## src/rtl/hqm_mem_reset_seq_pkg.sv

```systemverilog
// Shared types and default timing constants for the memory reset sequencer.
package hqm_mem_reset_seq_pkg;

    typedef enum logic [2:0] {
        IDLE      = 3'd0,
        ASSERT    = 3'd1,
        RELEASE   = 3'd2,
        INIT_WAIT = 3'd3,
        DONE      = 3'd4
    } rst_seq_state_t;

    localparam int HQM_MEM_RST_HOLD_CYC   = 16;
    localparam int HQM_MEM_RST_SETTLE_CYC = 4;
    localparam int HQM_MEM_RST_INIT_TMO   = 1024;

    function automatic int max3(input int a, input int b, input int c);
        int m;
        m = (a > b) ? a : b;
        return (m > c) ? m : c;
    endfunction

endpackage

```

## src/rtl/hqm_mem_ctech_buf.sv

```systemverilog
// Technology buffer cell wrapper; keeps scan control nets on a dedicated cell.
module hqm_mem_ctech_buf (
    input  logic a,
    output logic o
);

    assign o = a;

endmodule

```

## src/rtl/hqm_mem_reset_seq.sv

```systemverilog
// Memory reset sequencer: stretched reset pulse, settle window, init-done wait
// with timeout, and a one-cycle completion acknowledge.
module hqm_mem_reset_seq
    import hqm_mem_reset_seq_pkg::*;
#(
    parameter int HOLD_CYC   = HQM_MEM_RST_HOLD_CYC,
    parameter int SETTLE_CYC = HQM_MEM_RST_SETTLE_CYC,
    parameter int INIT_TMO   = HQM_MEM_RST_INIT_TMO
) (
    input  logic clk,
    input  logic rst_n,
    input  logic fscan_rstbypen,
    input  logic fscan_byprst_b,
    input  logic rst_req,
    input  logic mem_init_done,
    output logic mem_rst_n,
    output logic busy,
    output logic rst_ack,
    output logic init_tmo_err
);

    localparam int CNT_W = $clog2(max3(HOLD_CYC, SETTLE_CYC, INIT_TMO)) + 1;

    rst_seq_state_t   state_q, state_d;
    logic [CNT_W-1:0] cnt_q, cnt_d;
    logic             mem_rst_n_q, mem_rst_n_d;
    logic             busy_q, busy_d;
    logic             rst_ack_q, rst_ack_d;
    logic             tmo_err_q, tmo_err_d;
    logic             pend_q, pend_d;
    logic             buf_rstbypen, buf_byprst_b;

    always_comb begin
        state_d     = state_q;
        cnt_d       = cnt_q + CNT_W'(1);
        mem_rst_n_d = mem_rst_n_q;
        tmo_err_d   = tmo_err_q;
        // Requests arriving mid-sequence collapse into a single pending flag.
        pend_d      = pend_q | rst_req;
        case (state_q)
            IDLE: begin
                mem_rst_n_d = 1'b1;
                cnt_d       = '0;
                pend_d      = 1'b0;
                if (rst_req || pend_q) begin
                    state_d     = ASSERT;
                    mem_rst_n_d = 1'b0;
                    tmo_err_d   = 1'b0;
                end
            end
            ASSERT: begin
                mem_rst_n_d = 1'b0;
                if (cnt_q == CNT_W'(HOLD_CYC - 1)) begin
                    state_d     = RELEASE;
                    mem_rst_n_d = 1'b1;
                    cnt_d       = '0;
                end
            end
            RELEASE: begin
                if (cnt_q == CNT_W'(SETTLE_CYC - 1)) begin
                    state_d = INIT_WAIT;
                    cnt_d   = '0;
                end
            end
            INIT_WAIT: begin
                if (mem_init_done) begin
                    state_d = DONE;
                    cnt_d   = '0;
                end else if (cnt_q == CNT_W'(INIT_TMO - 1)) begin
                    state_d   = DONE;
                    tmo_err_d = 1'b1;
                    cnt_d     = '0;
                end
            end
            DONE: begin
                state_d = IDLE;
                cnt_d   = '0;
            end
            default: begin
                state_d     = ASSERT;
                mem_rst_n_d = 1'b0;
                cnt_d       = '0;
            end
        endcase
        // Status outputs are registered decodes of the state being entered.
        busy_d    = (state_d != IDLE);
        rst_ack_d = (state_d == DONE);
    end

    always_ff @(posedge clk or negedge rst_n) begin
        if (!rst_n) begin
            state_q     <= ASSERT;
            cnt_q       <= '0;
            mem_rst_n_q <= 1'b0;
            busy_q      <= 1'b1;
            rst_ack_q   <= 1'b0;
            tmo_err_q   <= 1'b0;
            pend_q      <= 1'b0;
        end else begin
            state_q     <= state_d;
            cnt_q       <= cnt_d;
            mem_rst_n_q <= mem_rst_n_d;
            busy_q      <= busy_d;
            rst_ack_q   <= rst_ack_d;
            tmo_err_q   <= tmo_err_d;
            pend_q      <= pend_d;
        end
    end

    hqm_mem_ctech_buf u_buf_rstbypen (.a(fscan_rstbypen), .o(buf_rstbypen));
    hqm_mem_ctech_buf u_buf_byprst_b (.a(fscan_byprst_b), .o(buf_byprst_b));

    assign mem_rst_n    = buf_rstbypen ? buf_byprst_b : mem_rst_n_q;
    assign busy         = busy_q;
    assign rst_ack      = rst_ack_q;
    assign init_tmo_err = tmo_err_q;

    a_cnt_no_wrap : assert property (@(posedge clk) disable iff (!rst_n)
        cnt_q != {CNT_W{1'b1}});

endmodule

```

## config.mk

```make
export PLATFORM = sky130hd
export DESIGN_NAME = hqm_mem_reset_seq
export DESIGN_NICKNAME = d
export VERILOG_FILES = /design/src/rtl/hqm_mem_reset_seq_pkg.sv /design/src/rtl/hqm_mem_ctech_buf.sv /design/src/rtl/hqm_mem_reset_seq.sv
export SDC_FILE = /design/constraint.sdc
export NUM_CORES = 1
export LEC_CHECK = 0
export CORE_AREA = 2 2 46 48
export CTS_CLUSTER_DIAMETER = 150
export DETAILED_ROUTE_END_ITERATION = 8
export DIE_AREA = 0 0 48 50
export GPL_TIMING_DRIVEN = 0
export PLACE_DENSITY = 0.77
export SYNTH_ARGS = -nofsm -noshare
export SYNTH_HDL_FRONTEND = slang
export SYNTH_SLANG_ARGS = --single-unit
```

## constraint.sdc

```tcl
create_clock -name clk -period 4.87 [get_ports clk]
set_clock_uncertainty 0.05 [all_clocks]
set_input_delay 0.974 -clock clk [delete_from_list [all_inputs] [get_ports clk]]
set_output_delay 0.974 -clock clk [all_outputs]
set_load 0.02 [all_outputs]
```

==> flow_summary.ini, run 1 <==
[floorplan]
row_count = 16
num_io_pins = 10
design.core.area_mm2 = 0.00190
floorplan.initialDensity_pct = 54.7
floorplan.die.height_um = 50
dieWidth_um = 48
dieArea_mm2 = 0.00240

[layout]
antenna_cells_inserted = 0
proportion_of_layout_cells_with_a_drive_suffix_above_1_pct = 12.5
layout.area.seq_um2 = 478
finish.net_count = 120
area_used_by_multi_input_combinational_logic_um2 = 531
fillers = 164
fin_area_mm2 = 0.00119
area.growth.synth_to_final_pct = 14.4

[synth]
synthXorXnorAreaFrac_pct = 6.73
synthSimpleGateAreaFrac_pct = 27.4
synth.ff_latch_count = 19
syn_nets = 106
synthesis.area_per_instance_um2 = 10.5
yosys_most_used_dff = sky130_fd_sc_hd__dfrtp_1
synth-edff-count = 0
synth.distinct_cells = 39
synth.yosys.seq_area_share_pct = 45.9
synthArstFlopShare_pct = 100
ys.warnings.count = 0
postSynthCellCount = 99
synth_compound_gate_area_share_pct = 14.5
post_synth_instance_area_mm2 = 0.00104
synth.area.mux_share_pct = 1.08
synth_top_family_by_area = simple AND/OR/NAND/NOR gates
synth_adder_area_share_pct = 1.20

[route]
first_pass_detailed_route_iteration_total = 4
wl_per_cell_um = 14.9
finalWirelength_um = 2080
detail_route.iter0.violations = 17
drtAntennaViolNets = 0
vias_per_cell = 5.91
remaining_drc_errors = 0
detailroute.via_count = 821

[clock_network]
clock_path_buffers = 2
cts.repair.resized = 0
cts_post_setup_buffers_inserted = 0
clk_pin_slew_worst_paths_ns = 0.10
cts_htree_levels = 1
clock_insertion_delay_worst_skew_ns = 0.30
cts_tree = yes
cts_root_buf = sky130_fd_sc_hd__clkbuf_4
clock-sinks = 19
holdBufCountCts = 0
cts_made_buffers = 3

[timing]
unrepaired_setup_endpoints_after_global_routing = false
slew_violations = 0
worst_tran_pin_value_ns = 0.850
tns_ns = 0
timing.max_slew.rel_slack_pct = 43.1
fmax_mhz = 301
final.period_utilization_pct = 68.1
timing.final.setup_violations = 0
hold_violations = 0
finalWorstPathRequiredPeriod_ns = 3.32
final.hold.worst_slack_ns = 0.446

[status]
run_status = finished, final reports clean

[setup_path]
slowest_delay_ns = 0.53
timing.critical_path.mode_cell = sky130_fd_sc_hd__clkdlybuf4s50_1
setup.worst_path.class = in2out
reg2reg_setup_slack_ns = 2.83
worst_r2r_path_depth = 5
critical_r2r_capture = cnt_q[1]$_DFF_PN0_
timing.critical_path.fanout_max = 1
arrival_ns = 2.29
endpoint_kind = output pin
timing.critical_path.cells = clkdlybuf4s50_1 > mux2_2 > clkdlybuf4s50_1
worst_r2r_startpoint = cnt_q[0]$_DFF_PN0_
required_ns = 3.85
critical-path-slowest-cell = sky130_fd_sc_hd__clkdlybuf4s50_1
startpoint_type = input port

[pwr]
totalPowerFinal_uw = 461
ir_worst_vdd_uv = 252
cellPowerDensity_mw_per_mm2 = 387
total_leakage_power_nw = 0.497

[min_path]
worst_min_path_start = cnt_q[0]$_DFF_PN0_
min_delay_path_depth = 1
worstHoldPathType = reg2reg
hold_path_end = cnt_q[0]$_DFF_PN0_

[global_route]
grt_max_degree = 20
number_of_global_route_vias_before_repair = 777
grt-ovfl-total = 0
overall_track_demand_over_capacity_in_global_routing_pct = 20.8
grt_first_pass_wirelength_um = 3580
initial_antenna_violation_count = 0

[placement]
gp_congestion = 0.798
buffer_ports.inserted = 9
hpwlAfterDp_um = 1520
placedInstanceArea_mm2 = 0.00116

[run]
timing.max_cap.violations = 0
==> routing by layer <==
layer	wire length, um	share of wire, %	vias up	track usage [%]
met5	0	0	-	0
li1	-	-	390	-
met4	31	1.5	0	6.76
met2	989	48	18	30.9
met3	53	2.6	5	2.20
met1	1000	48	408	30.9
==> critical path: cells and delay by family <==
kind,cells,cell delay (ns)
buffers and inverters,2,0.99
muxes,1,0.33
==> synthesized netlist by cell type (2+ instances only) <==
cell / number / share of area [%]
sky130_fd_sc_hd__o211a_1: 2 / 1.9
sky130_fd_sc_hd__xor2_1: 3 / 2.5
sky130_fd_sc_hd__nor3b_1: 2 / 1.4
sky130_fd_sc_hd__nand4_1: 3 / 1.8
sky130_fd_sc_hd__dfrtp_1: 17 / 41
sky130_fd_sc_hd__a211oi_1: 2 / 1.4
sky130_fd_sc_hd__xnor2_1: 5 / 4.2
sky130_fd_sc_hd__nor2_1: 14 / 5.0
sky130_fd_sc_hd__and3_1: 3 / 1.8
sky130_fd_sc_hd__inv_1: 4 / 1.4
sky130_fd_sc_hd__dfstp_2: 2 / 5.0
sky130_fd_sc_hd__buf_2: 2 / 0.96
sky130_fd_sc_hd__nor2b_1: 3 / 1.8
sky130_fd_sc_hd__o31ai_1: 2 / 1.4
sky130_fd_sc_hd__a21oi_1: 3 / 1.4
sky130_fd_sc_hd__nand3_1: 6 / 2.9
sky130_fd_sc_hd__a41oi_1: 2 / 1.7
sky130_fd_sc_hd__nor3_1: 3 / 1.4
==> through the flow <==
stage | utilization (%) | setup WS [ns] | cells
CTS | 62.6 | 1.54 | 139
floorplan | - | 2.51 | 99
global route | 62.6 | 1.53 | 139
finish | 62.6 | 1.55 | 139
global placement | 61.3 | 1.56 | 135
detailed placement | 61.3 | 1.54 | 135
==> cell families after synthesis <==
logic type,count (synthesis)
AO/OA/AOI/OAI,17
buffers and inverters,7
adder cells (fa/ha/maj),1
AND/OR/NAND/NOR,46
XOR/XNOR,8
multiplexers,1
flip-flops,19
==> layout by cell type (no fill, tap or decap), types with 2 or more instances in the layout <==
cell	count
sky130_fd_sc_hd__a211oi_1	2
sky130_fd_sc_hd__a21oi_1	3
sky130_fd_sc_hd__a41oi_1	2
sky130_fd_sc_hd__and3_1	3
sky130_fd_sc_hd__buf_2	2
sky130_fd_sc_hd__clkbuf_4	3
sky130_fd_sc_hd__clkdlybuf4s50_1	9
sky130_fd_sc_hd__dfrtp_1	17
sky130_fd_sc_hd__dfstp_2	2
sky130_fd_sc_hd__inv_1	4
sky130_fd_sc_hd__nand3_1	6
sky130_fd_sc_hd__nand4_1	3
sky130_fd_sc_hd__nor2_1	14
sky130_fd_sc_hd__nor2b_1	3
sky130_fd_sc_hd__nor3_1	3
sky130_fd_sc_hd__nor3b_1	2
sky130_fd_sc_hd__o211a_1	2
sky130_fd_sc_hd__o31ai_1	2
sky130_fd_sc_hd__xnor2_1	5
sky130_fd_sc_hd__xor2_1	3
==> state kept, by name, summed over array words and instances (netlist names) <==
name          count
state_q           3
mem_rst_n_q       1
init_tmo_err      1
rst_ack           1
cnt_q            11
pend_q            1
busy              1
==> how the worst max path moves through the flow <==
| stage | start | end | slack, ns | cells after the start |
|---|---|---|---|---|
| 6_report | fscan_rstbypen | mem_rst_n | 1.55 | 3 |
| 4_1_cts | fscan_rstbypen | mem_rst_n | 1.54 | 3 |
| 3_3_place_gp | fscan_rstbypen | mem_rst_n | 1.56 | 3 |
| 3_5_place_dp | fscan_rstbypen | mem_rst_n | 1.54 | 3 |
| 2_1_floorplan | fscan_rstbypen | mem_rst_n | 2.51 | 1 |
| 5_1_grt | fscan_rstbypen | mem_rst_n | 1.53 | 3 |
==> cell type report <==
class | instances | share of cell area, %
inverter | 4 | 1.26
multi-input combinational | 73 | 44.5
tap | 27 | 2.84
buffer | 3 | 1.47
sequential | 19 | 40.1
clock buffer | 4 | 2.21
timing repair buffer | 9 | 7.56
==> power by group <==
group,switching (mW),internal [mW]
logic,0.0898,0.0688
registers,0.0317,0.190
clock network,0.0483,0.0319
No activity file was read; power rests on OpenSTA's default activity.
==> inputs of run 2 (changes only) <==
--- a/config.mk
+++ b/config.mk
@@ -5,12 +5,12 @@
 export SDC_FILE = /design/constraint.sdc
 export NUM_CORES = 1
 export LEC_CHECK = 0
-export CORE_AREA = 2 2 46 48
+export CORE_AREA = 2 2 50 52
 export CTS_CLUSTER_DIAMETER = 150
 export DETAILED_ROUTE_END_ITERATION = 8
-export DIE_AREA = 0 0 48 50
+export DIE_AREA = 0 0 52 54
 export GPL_TIMING_DRIVEN = 0
-export PLACE_DENSITY = 0.77
+export PLACE_DENSITY = 0.69
 export SYNTH_ARGS = -nofsm -noshare
 export SYNTH_HDL_FRONTEND = slang
 export SYNTH_SLANG_ARGS = --single-unit
==> constraint.sdc (replaced) <==
create_clock -name clk -period 2.7 [get_ports clk]
set_clock_uncertainty 0.05 [all_clocks]
set_input_delay 0.54 -clock clk [delete_from_list [all_inputs] [get_ports clk]]
set_output_delay 0.54 -clock clk [all_outputs]
set_load 0.02 [all_outputs]
==> run 2 against run 1 <==
Global-route usage down 4.5 points. Non-clock buffer count unchanged. Combinational power rose by 74%. Sequential power grew 80%. Critical path depth unchanged. Hold slack got worse by 0.0017 ns. Clock power is 73% higher. Utilization is 11 points lower. Highest routed layer unchanged. Worst setup slack got worse by 1.3 ns. Sequential share of layout area fell by 0.13 points. Register-to-register slack got worse by 2.1 ns. Critical path type unchanged.
==> flow_summary.ini, run 2 (synthesis gave the netlist of run 1 again) <==
[layout]
largest-register = cnt_q
layout.area.seq_um2 = 478
antenna_cells_inserted = 0
proportion_of_layout_cells_with_a_drive_suffix_above_1_pct = 12.5
finish.net_count = 120
most_frequent_cells_in_the_layout = sky130_fd_sc_hd__dfrtp_1 (17), sky130_fd_sc_hd__nor2_1 (14), sky130_fd_sc_hd__clkdlybuf4s50_1 (9)
largest_registers = cnt_q (11), state_q (3)
fillers = 206
mostFrequentLayoutCell = sky130_fd_sc_hd__dfrtp_1
max_reg_flops = 11
area.growth.synth_to_final_pct = 14.8
area_used_by_multi_input_combinational_logic_um2 = 531

[timing]
slew_violations = 0
worst_tran_pin_value_ns = 0.830
finalWorstPathRequiredPeriod_ns = 2.44
timing.max_slew.rel_slack_pct = 44.5
timing.final.setup_violations = 0
final.period_utilization_pct = 90.5
fmax_mhz = 409
tns_ns = 0
hold_violations = 0
unrepaired_setup_endpoints_after_global_routing = false

[setup_path]
setup.worst_path.class = in2out
slowest_delay_ns = 0.53
timing.critical_path.cells = clkdlybuf4s50_1 > mux2_2 > clkdlybuf4s50_1
endpoint_kind = output pin
worst_r2r_startpoint = cnt_q[0]$_DFF_PN0_
startpoint_type = input port
timing.critical_path.fanout_max = 1
required_ns = 2.11
arrival_ns = 1.85
worst_r2r_path_depth = 5
timing.critical_path.mode_cell = sky130_fd_sc_hd__clkdlybuf4s50_1
critical-path-slowest-cell = sky130_fd_sc_hd__clkdlybuf4s50_1
worstSetupStartpoint = fscan_rstbypen

[floorplan]
floorplan.die.height_um = 54
floorplan.initialDensity_pct = 44.9
design.core.area_mm2 = 0.00232
num_io_pins = 10
row_count = 18
dieWidth_um = 52
dieArea_mm2 = 0.00281

[clock_network]
cts_made_buffers = 3
cts.repair.resized = 0
holdBufCountCts = 0
cts_post_setup_buffers_inserted = 0
cts_tree = yes
clock_insertion_delay_worst_skew_ns = 0.29
clk_pin_slew_worst_paths_ns = 0.10
clock-sinks = 19
clock_path_buffers = 2
cts_root_buf = sky130_fd_sc_hd__clkbuf_4
cts_htree_levels = 1

[route]
vias_per_cell = 5.49
remaining_drc_errors = 0
drtAntennaViolNets = 0
wl_per_cell_um = 13.2
detailroute.via_count = 779
detail_route.iter0.violations = 15
finalWirelength_um = 1870
first_pass_detailed_route_iteration_total = 5

[global_route]
grt_max_degree = 20
number_of_global_route_vias_before_repair = 749
grt-ovfl-total = 0
initial_antenna_violation_count = 0
overall_track_demand_over_capacity_in_global_routing_pct = 16.3
grt_first_pass_wirelength_um = 3330

[pwr]
total_leakage_power_nw = 0.497
cellPowerDensity_mw_per_mm2 = 681
totalPowerFinal_uw = 814
ir_worst_vdd_uv = 465

[min_path]
worst_min_path_start = cnt_q[0]$_DFF_PN0_
worstHoldPathType = reg2reg
min_delay_path_depth = 1

[status]
run_status = finished, final reports clean

[run]
timing.max_cap.violations = 0

[placement]
gp_congestion = 0.813
buffer_ports.inserted = 9
hpwlAfterDp_um = 1410
[run 2: cell counts in the layout (fill, tap and decap cells not counted)]
Identical to the previous run, type by type.
[run 2: critical path, delay by kind of cell]
kind	cells	cell delay (ns)
buf+inv	2	0.99
mux	1	0.32
[run 2: final timing paths]
| path | endpoint | slack (ns) |
|---|---|---|
| max in group asynchronous | cnt_q[4]$_DFF_PN0_ | 1.42 |
| min in group asynchronous | pend_q$_DFF_PN0_ | 0.66 |
| hold reg to reg | cnt_q[0]$_DFF_PN0_ | 0.44 |
| setup / recovery | mem_rst_n | 0.26 |
| setup reg to reg | cnt_q[9]$_DFF_PN0_ | 0.75 |
| hold / removal | cnt_q[0]$_DFF_PN0_ | 0.44 |
[run 2: area by class of cell]
cell class | count | share of cell area (%)
inverter | 4 | 1.26
clock buffer | 4 | 2.20
sequential | 19 | 40.0
multi-input combinational | 73 | 44.4
tap | 30 | 3.14
timing repair buffer | 9 | 7.54
buffer | 3 | 1.47
[run 2: per-stage QoR]
stage	util [%]	cell area [um2]	hold slack, ns	std cells	setup slack [ns]
after floorplan	-	1040	0.194	99	0.979
after CTS	51.5	1190	0.446	142	0.250
after detailed placement	50.4	1170	0.431	138	0.256
after global placement	50.4	1170	0.430	138	0.255
final	51.5	1190	0.444	142	0.256
after global routing	51.5	1190	0.497	142	0.226
[run 2: metal layers]
layer | vias up | wire length, um | track usage, %
li1 | 389 | - | -
met1 | 378 | 882 | 21.8
met2 | 7 | 915 | 25.1
met3 | 5 | 35 | 3.33
met4 | 0 | 36 | 7.89
met5 | - | 0 | 0
[run 2: power breakdown]
part	total, mW	internal, mW	switching [mW]
Combinational	0.276	0.124	0.152
Sequential	0.399	0.342	0.0567
Clock	0.139	0.0575	0.0819
Total	0.814	0.524	0.290
==> inputs of run 3 (changes only) <==
--- a/config.mk
+++ b/config.mk
@@ -5,12 +5,13 @@
 export SDC_FILE = /design/constraint.sdc
 export NUM_CORES = 1
 export LEC_CHECK = 0
+export ABC_AREA = 1
 export CORE_AREA = 2 2 50 52
 export CTS_CLUSTER_DIAMETER = 150
 export DETAILED_ROUTE_END_ITERATION = 8
 export DIE_AREA = 0 0 52 54
 export GPL_TIMING_DRIVEN = 0
-export PLACE_DENSITY = 0.69
+export PLACE_DENSITY = 0.72
 export SYNTH_ARGS = -nofsm -noshare
 export SYNTH_HDL_FRONTEND = slang
 export SYNTH_SLANG_ARGS = --single-unit
==> run 3 against run 2 <==
Global-route usage grew 0.38 points. Design area is 5.0% higher. Utilization up 2.6 points. Die area is the same. Sequential cell count unchanged. Via count increased by 16%. Clock power rose by 7%. Worst setup slack got worse by 0.0025 ns. Hold slack got worse by 0.013 ns. Maximum frequency is 0.10% lower. Sequential power is essentially flat. Critical path type unchanged. Highest routed layer unchanged.
==> flow_summary.ini, run 3 <==
[synth]
synth-edff-count = 0
post-synth-top-area-fraction_pct = 38.8
synth.yosys.seq_area_share_pct = 43.6
syn_nets = 154
ys.warnings.count = 0
synth_commonest_cells = sky130_fd_sc_hd__nand2_1 (39), sky130_fd_sc_hd__inv_1 (27), sky130_fd_sc_hd__dfrtp_1 (17), sky130_fd_sc_hd__nor2_1 (17), sky130_fd_sc_hd__nand3_1 (16)
synth.ff_latch_count = 19
synthesis.area_per_instance_um2 = 7.46
post_synth_instance_area_mm2 = 0.00110
synth_most_common_cell = sky130_fd_sc_hd__nand2_1
synth.distinct_cells = 24
yosys_most_used_dff = sky130_fd_sc_hd__dfrtp_1
synthArstFlopShare_pct = 100
synth_top_cells_by_area = sky130_fd_sc_hd__dfrtp_1 (39%), sky130_fd_sc_hd__nand2_1 (13%), sky130_fd_sc_hd__inv_1 (9.2%)
yosys.area.top_type = sky130_fd_sc_hd__dfrtp_1
postSynthCellCount = 147

[global_route]
number_of_global_route_vias_before_repair = 833
overall_track_demand_over_capacity_in_global_routing_pct = 16.6
grt-ovfl-total = 0
grt_max_degree = 20
grt_first_pass_wirelength_um = 3310
initial_antenna_violation_count = 0

[route]
remaining_drc_errors = 0
drtAntennaViolNets = 0
detail_route.iter0.violations = 20
first_pass_detailed_route_iteration_total = 4
finalWirelength_um = 1880
detailroute.via_count = 906
vias_per_cell = 4.77
wl_per_cell_um = 9.89

[layout]
largest-register = cnt_q
finish.net_count = 168
finalNonFillerCells = 190
fillers = 228
max_reg_flops = 11
proportion_of_layout_cells_with_a_drive_suffix_above_1_pct = 10.6
largest_registers = cnt_q (11), state_q (3)
antenna_cells_inserted = 0
area.growth.synth_to_final_pct = 14.4
mostFrequentLayoutCell = sky130_fd_sc_hd__nand2_1
most_frequent_cells_in_the_layout = sky130_fd_sc_hd__nand2_1 (39), sky130_fd_sc_hd__inv_1 (27), sky130_fd_sc_hd__nor2_1 (17), sky130_fd_sc_hd__dfrtp_1 (17), sky130_fd_sc_hd__nand3_1 (16)

[clock_network]
cts_made_buffers = 3
cts.repair.resized = 0
cts_htree_levels = 1
clock-sinks = 19
holdBufCountCts = 0
cts_post_setup_buffers_inserted = 0
clk_pin_slew_worst_paths_ns = 0.10
cts_root_buf = sky130_fd_sc_hd__clkbuf_4
clock_path_buffers = 2
clock_insertion_delay_worst_skew_ns = 0.31
cts_tree = yes

[floorplan]
design.core.area_mm2 = 0.00232
row_count = 18
dieArea_mm2 = 0.00281
floorplan.die.height_um = 54
dieWidth_um = 52
num_io_pins = 10
floorplan.initialDensity_pct = 47.3

[setup_path]
worst_r2r_path_depth = 7
endpoint_kind = output pin
arrival_ns = 1.86
crit_end = mem_rst_n
startpoint_type = input port
worstSetupStartpoint = fscan_rstbypen
setup.worst_path.class = in2out
critical_r2r_capture = cnt_q[10]$_DFF_PN0_
reg2reg_setup_slack_ns = 1.10
worst_r2r_startpoint = cnt_q[0]$_DFF_PN0_
timing.critical_path.fanout_max = 1
required_ns = 2.11

[timing]
final.period_utilization_pct = 90.6
unrepaired_setup_endpoints_after_global_routing = false
finalWorstPathRequiredPeriod_ns = 2.45
tns_ns = 0
hold_violations = 0
worst_tran_pin_value_ns = 0.837
timing.max_slew.rel_slack_pct = 44.0
slew_violations = 0
fmax_mhz = 409
timing.final.setup_violations = 0

[pwr]
total_leakage_power_nw = 0.666
totalPowerFinal_uw = 838
cellPowerDensity_mw_per_mm2 = 668
ir_worst_vdd_uv = 503

[placement]
gp_congestion = 0.798
buffer_ports.inserted = 9
hpwlAfterDp_um = 1470
placed_instances = 186

[status]
run_status = finished, final reports clean

[min_path]
worstHoldPathType = reg2reg

[run]
timing.max_cap.violations = 0
run 3: cell types whose count changed after synthesis, sizes merged, moves of 3 or more:
cell / change
and3: -3
and2: +3
buf: -3
a21oi: -3
nor2: +7
inv: +23
nand2: +41
xnor2: -4
nand3: +11
a211oi: -3
run 3: layout make-up:
cell class | instances | area (um2) | share of cell area, %
multi-input combinational | 101 | 518 | 41.3
sequential | 19 | 478 | 38.1
inverter | 27 | 101 | 8.08
timing repair buffer | 9 | 90.1 | 7.18
tap | 30 | 37.5 | 2.99
clock buffer | 3 | 22.5 | 1.79
clock inverter | 1 | 7.51 | 0.598
run 3: worst max-delay path, stage by stage:
cell	delay [ns]
sky130_fd_sc_hd__clkdlybuf4s50_1	0.46
sky130_fd_sc_hd__mux2_2	0.32
sky130_fd_sc_hd__clkdlybuf4s50_1	0.53
run 3: worst min path at each step:
stage	startpoint	endpoint	slack, ns	cells past startpoint
5_1_grt	cnt_q[0]$_DFF_PN0_	cnt_q[0]$_DFF_PN0_	0.47	1
6_report	init_tmo_err$_DFFE_PN0P_	init_tmo_err$_DFFE_PN0P_	0.43	2
4_1_cts	init_tmo_err$_DFFE_PN0P_	init_tmo_err$_DFFE_PN0P_	0.44	2
3_3_place_gp	init_tmo_err$_DFFE_PN0P_	init_tmo_err$_DFFE_PN0P_	0.40	2
3_5_place_dp	init_tmo_err$_DFFE_PN0P_	init_tmo_err$_DFFE_PN0P_	0.41	2
2_1_floorplan	rst_n	cnt_q[0]$_DFF_PN0_	0.19	0
run 3: stage by stage:
stage | hold WS [ns] | util (%) | area [um2] | setup slack [ns]
floorplan | 0.194 | - | 1100 | 1.21
global placement | 0.402 | 52.8 | 1220 | 0.255
detailed placement | 0.414 | 52.8 | 1220 | 0.253
CTS | 0.441 | 54.1 | 1250 | 0.248
global route | 0.469 | 54.1 | 1250 | 0.216
finish | 0.431 | 54.1 | 1250 | 0.254
run 3: cell families (layout without fill, tap and decap cells):
logic type	Yosys count	after routing	synth area share, %
AND/OR/NAND/NOR	94	94	41.8
buffers and inverters	27	40	9.24
flip-flops	19	19	43.6
AO/OA/AOI/OAI	3	3	1.60
XOR/XNOR	2	2	1.60
adder cells (fa/ha/maj)	1	1	1.14
multiplexers	1	1	1.03
run 3: metal layers:
metal,share of wire (%),up-vias,global-route usage (%)
met2,48,10,27.6
met4,1.8,0,9.65
li1,-,476,-
met5,0,-,0
met1,46,415,18.1
met3,4.6,5,6.39
run 3: report_power, final:
part	internal (mW)	switching [mW]	leakage (nW)
clock network	0.0566	0.0926	0.0139
logic	0.123	0.165	0.403
registers	0.350	0.0508	0.249
total	0.530	0.308	0.666
